### config.mk
export PLATFORM = sky130hd
export DESIGN_NAME = bsg_aes_input_packer
export DESIGN_NICKNAME = d
export VERILOG_FILES = /design/src/rtl/bsg_aes_input_packer.sv
export SDC_FILE = /design/constraint.sdc
export NUM_CORES = 1
export LEC_CHECK = 0
export ABC_AREA = 1
export CORE_UTILIZATION = 39
export CTS_BUF_LIST = sky130_fd_sc_hd__clkbuf_8
export DETAILED_ROUTE_END_ITERATION = 8
export GPL_TIMING_DRIVEN = 0
export PLACE_DENSITY = 0.72
export SYNTH_ARGS = -nofsm -noshare
export SYNTH_HDL_FRONTEND = slang
export SYNTH_SLANG_ARGS = --single-unit
### constraint.sdc
create_clock -name clk_i -period 23.5 [get_ports clk_i]
set_input_delay 3.525 -clock clk_i [delete_from_list [all_inputs] [get_ports clk_i]]
set_output_delay 3.525 -clock clk_i [all_outputs]
set_load 0.005 [all_outputs]
### src/rtl/bsg_aes_input_packer.sv
// Packs a narrow word stream into one {plaintext, key} AES-256 request.
// Key-reuse mode lets plaintext-only requests pair with the previously stored key.
module bsg_aes_input_packer #(
    parameter int unsigned word_width_p = 32
) (
    input  logic                    clk_i,
    input  logic                    reset_i,
    input  logic [word_width_p-1:0] data_i,
    input  logic                    v_i,
    input  logic                    reuse_key_i,
    output logic                    ready_o,
    output logic [383:0]            data_o,
    output logic                    v_o,
    input  logic                    ready_i,
    output logic                    key_loaded_o
);

    localparam int unsigned pt_words_lp  = 128 / word_width_p;
    localparam int unsigned key_words_lp = 256 / word_width_p;
    localparam int unsigned cnt_width_lp = $clog2(key_words_lp);

    typedef enum logic [1:0] {
        collect_pt_s  = 2'd0,
        collect_key_s = 2'd1,
        full_s        = 2'd2
    } state_e;

    state_e                                    state_r;
    state_e                                    state_n;
    logic [cnt_width_lp-1:0]                   cnt_r;
    logic                                      reuse_r;
    logic                                      key_loaded_r;
    logic [pt_words_lp-1:0][word_width_p-1:0]  pt_r;
    logic [key_words_lp-1:0][word_width_p-1:0] key_r;

    logic accept;
    logic cnt_first;
    logic pt_last;
    logic key_last;
    logic reuse_now;
    logic reuse_eff;
    logic pt_wr;
    logic key_wr;

    assign accept    = v_i & ready_o;
    assign cnt_first = (cnt_r == '0);
    assign pt_last   = (cnt_r == cnt_width_lp'(pt_words_lp - 1));
    assign key_last  = (cnt_r == cnt_width_lp'(key_words_lp - 1));
    assign reuse_now = reuse_key_i & key_loaded_r;
    // The latched flag is not visible yet when the first word is also the last one.
    assign reuse_eff = cnt_first ? reuse_now : reuse_r;
    assign pt_wr     = accept & (state_r == collect_pt_s);
    assign key_wr    = accept & (state_r == collect_key_s);

    // State register
    always_ff @(posedge clk_i or posedge reset_i) begin
        if (reset_i) begin
            state_r <= collect_pt_s;
        end else begin
            state_r <= state_n;
        end
    end

    // Next-state logic
    always_comb begin
        state_n = state_r;
        case (state_r)
            collect_pt_s: begin
                if (accept && pt_last) begin
                    state_n = reuse_eff ? full_s : collect_key_s;
                end
            end
            collect_key_s: begin
                if (accept && key_last) begin
                    state_n = full_s;
                end
            end
            full_s: begin
                if (ready_i) begin
                    state_n = collect_pt_s;
                end
            end
            default: state_n = collect_pt_s;
        endcase
    end

    // Handshake outputs decoded from the state register only
    always_comb begin
        ready_o = 1'b1;
        v_o     = 1'b0;
        case (state_r)
            full_s: begin
                ready_o = 1'b0;
                v_o     = 1'b1;
            end
            default: begin
                ready_o = 1'b1;
                v_o     = 1'b0;
            end
        endcase
    end

    // Word counter, reuse flag and key-loaded flag
    always_ff @(posedge clk_i or posedge reset_i) begin
        if (reset_i) begin
            cnt_r        <= '0;
            reuse_r      <= 1'b0;
            key_loaded_r <= 1'b0;
        end else begin
            if (pt_wr) begin
                cnt_r <= pt_last ? '0 : cnt_r + cnt_width_lp'(1);
                if (cnt_first) begin
                    reuse_r <= reuse_now;
                end
            end else if (key_wr) begin
                cnt_r <= key_last ? '0 : cnt_r + cnt_width_lp'(1);
                if (key_last) begin
                    key_loaded_r <= 1'b1;
                end
            end
        end
    end

    // Plaintext slots: slot 0 holds the most-significant word
    for (genvar i = 0; i < int'(pt_words_lp); i++) begin : g_pt
        always_ff @(posedge clk_i or posedge reset_i) begin
            if (reset_i) begin
                pt_r[pt_words_lp-1-i] <= '0;
            end else if (pt_wr && (cnt_r == cnt_width_lp'(i))) begin
                pt_r[pt_words_lp-1-i] <= data_i;
            end
        end
    end

    // Key slots are overwritten in place as each key word arrives
    for (genvar i = 0; i < int'(key_words_lp); i++) begin : g_key
        always_ff @(posedge clk_i or posedge reset_i) begin
            if (reset_i) begin
                key_r[key_words_lp-1-i] <= '0;
            end else if (key_wr && (cnt_r == cnt_width_lp'(i))) begin
                key_r[key_words_lp-1-i] <= data_i;
            end
        end
    end

    assign data_o       = {pt_r, key_r};
    assign key_loaded_o = key_loaded_r;

endmodule

==> results.sh <==
export IMPL_run_status="finished clean"
export IMPL_rsz0062_at_grt="false"
export IMPL_grt_usage_pct=26.4
export IMPL_die_w_um=199
export IMPL_intPower_w=0.00194
export IMPL_switchingPower_w=0.000935
export IMPL_crit_path_start_kind="flip-flop"
export IMPL_hold_path_class="flip-flop to flip-flop"
export IMPL_final_cells=2428
export IMPL_port_buffers=422
export IMPL_crit_type="flip-flop to primary output"
export IMPL_grt_pass1_vias=12300
export IMPL_clk_pin_slew_ns=0.06
export IMPL_synth_top_area_cell="dfrtp_1"
export IMPL_initial_core_util_pct=39.8
export IMPL_fin_nets=1919
export IMPL_holdWs_ns=0.481
export IMPL_cp_slowest_cell="clkdlybuf4s50_1"
export IMPL_pwr_share_clk_pct=20.6
export IMPL_tightest_slew_ns=1.15
export IMPL_setup_violations=0
export IMPL_netlist_area_leader_share_pct=64.9
export IMPL_grt_pass1_wl_mm=76.4
export IMPL_ys_ff_latch=391
export IMPL_syn_inst=1381
export IMPL_drive_gt1_share_pct=15.9
export IMPL_ctsHoldBuffers=0
export IMPL_drc=0
export IMPL_clock_sinks=391
export IMPL_power_density_nw_per_um2=135
export IMPL_worstSkewPairLatency_ns=0.63
export IMPL_num_io_pins=424
export IMPL_syn_nets=1425
export IMPL_die_y_um=199
export IMPL_fin_worst_skew_ns=0.0353
export IMPL_cts_buffers=67
export IMPL_fin_crit_sh_pct=23.0
export IMPL_ir_drop_v=0.0000734
export IMPL_synth_most_common_cell="dfrtp_1"
export IMPL_pwr_share_seq_pct=39.5
export IMPL_dp_cells=2317
export IMPL_grt_start_max_net_pins=133
export IMPL_clockBufferDepth=3
export IMPL_total_power_w=0.00287
export IMPL_synthTopCellsByCount="391 x dfrtp_1, 308 x nand2_1, 115 x o21ai_2, 103 x nor2_1, 99 x o21ai_1"
export IMPL_worstSetupEndpointType="primary output"
export IMPL_crit_fanout=6
export IMPL_ant_nets=0
export IMPL_finalHoldViolations=0
export IMPL_avgSynthCellArea_um2=10.9
export IMPL_die_area_um2=39400
export IMPL_yosys_top_cells_area="dfrtp_1 65%, nand2_1 7.7%, o21ai_2 6.7%"
export IMPL_clock_fmax_mhz=185
export IMPL_synth_seq_area_share_pct=64.9
export IMPL_arrival_ns=1.87
export IMPL_syn_area_um2=15100
export IMPL_worstPathRequired_ns=19.98
export IMPL_dp_hpwl_mm=36.4
export IMPL_cts_setup_buffers=0
export IMPL_cts_resized=0
export IMPL_swShare_pct=32.5
export IMPL_vias=12100
export IMPL_antenna_found_initial=0
export IMPL_setup_tns_final_ns=0
export IMPL_synth_edf_count=0
export IMPL_firstDrtPassIters=7
export IMPL_yosys_warnings=0
export IMPL_grt_ovfl_total=0
export IMPL_leakage_nw=9.72
export IMPL_syn_to_final_growth_pct=41.2
export IMPL_ys_flop_type="dfrtp_1"
export IMPL_crit_path_max_incr_delay_ns=0.53
export IMPL_finalCriticalPeriod_ns=5.40
export IMPL_drt_initial_drc_count=706
export IMPL_nFillCells=3288
export IMPL_num_rows=71
export IMPL_synth_distinct_cells=25
export IMPL_slew_headroom_pct=23.3
export IMPL_place_gp_congestion=0.869
export IMPL_ctsHtreeMaxLevel=3
export IMPL_drt_total_wl_mm=51.3
export IMPL_core_area_um2=37800
export IMPL_ff2ff_setup_slack_ns=21.53
export IMPL_cap_violations=0
export IMPL_cts_tree="yes"
export IMPL_comb_power_share_pct=39.9
export IMPL_ff2ff_path_depth=6
export IMPL_drv_slew=0
export IMPL_viasPerCell=4.96
export IMPL_hold_path_cell_count=2
export IMPL_crit_chain="inv_2 > nor2_1 > clkdlybuf4s50_1"
export IMPL_synthArstFlopShare_pct=100
export IMPL_cts_root_buffer="clkbuf_8"
export IMPL_routedWlPerCell_um=21.1
==> metal layers <==
| layer | GRT usage [%] | vias to the layer above | part of all wire, % | wire length, um |
|---|---|---|---|---|
| li1 | - | 5499 | - | - |
| met1 | 32.5 | 5961 | 40 | 20800 |
| met2 | 42.6 | 507 | 47 | 24200 |
| met3 | 8.85 | 88 | 9.5 | 4860 |
| met4 | 10.8 | 0 | 2.8 | 1450 |
| met5 | 0 | - | 0 | 0 |
==> worst paths after layout <==
path	startpoint	to
setup reg to reg	cnt_r[0]$_DFFE_PP0P_	data_o[296]$_DFFE_PP0P_
hold / removal	data_o[59]$_DFFE_PP0P_	data_o[59]$_DFFE_PP0P_
max in group asynchronous	reset_i	data_o[231]$_DFFE_PP0P_
setup / recovery	state_r[1]$_DFFE_PP0P_	v_o
min in group asynchronous	reset_i	state_r[1]$_DFFE_PP0P_
hold reg to reg	data_o[59]$_DFFE_PP0P_	data_o[59]$_DFFE_PP0P_
==> power groups by stage <==
stage / registers (W) / clock network (W) / logic (W)
floorplan: 0.00114 / 0 / 0.000400
global placement: 0.00113 / 0 / 0.00113
detailed placement: 0.00114 / 0 / 0.00115
CTS: 0.00113 / 0.000606 / 0.00116
global route: 0.00116 / 0.000634 / 0.00125
finish: 0.00113 / 0.000592 / 0.00115
==> sequential cells by signal, summed over array words and instances, names as in the netlist <==
register      cells
data_o          384
state_r           2
cnt_r             3
key_loaded_o      1
reuse_r           1
==> worst max-delay path: cells and delay by family (launching register included) <==
family	cells	cell delay, ns
DFF	1	0.43
and+or+nand+nor	1	0.18
buffers and inverters	2	0.65
==> kinds of logic after synthesis <==
| group | count (synthesis) | share of synthesized area [%] |
|---|---|---|
| AOI/OAI and AO/OA | 386 | 15.7 |
| buffers and inverters | 155 | 6.29 |
| and+or+nand+nor | 442 | 12.5 |
| DFF | 391 | 64.9 |
| adders and majority gates | 7 | 0.581 |
==> stage by stage <==
stage / utilization [%] / cell area [um^2] / worst slack [ns]
CTS: 56.2 / 21300 / 18.03
global route: 56.2 / 21300 / 17.99
global placement: 52.7 / 19900 / 4.78
finish: 56.2 / 21300 / 18.10
detailed placement: 52.9 / 20000 / 18.11
floorplan: - / 15100 / 9.11
==> final cells by class <==
cell class	instances	area (um^2)	share of cell area, %
inverter	47	188	0.882
clock inverter	31	173	0.811
buffer	108	767	3.60
tap	511	639	3.00
multi-input combinational	835	4340	20.4
sequential	391	9780	46.0
antenna	1	2.50	0.0118
timing repair buffer	425	4310	20.2
clock buffer	79	1090	5.11
==> placed cells by master (no fill, tap or decap), types with 44 or more instances in the layout <==
master,n
clkdlybuf4s50_1,422
dfrtp_1,391
nand2_1,308
o21ai_2,115
nor2_1,103
o21ai_1,99
a21oi_1,96
clkbuf_8,79
o21ai_0,76
inv_1,61
clkbuf_1,44
No activity file was read; power rests on OpenSTA's default activity.
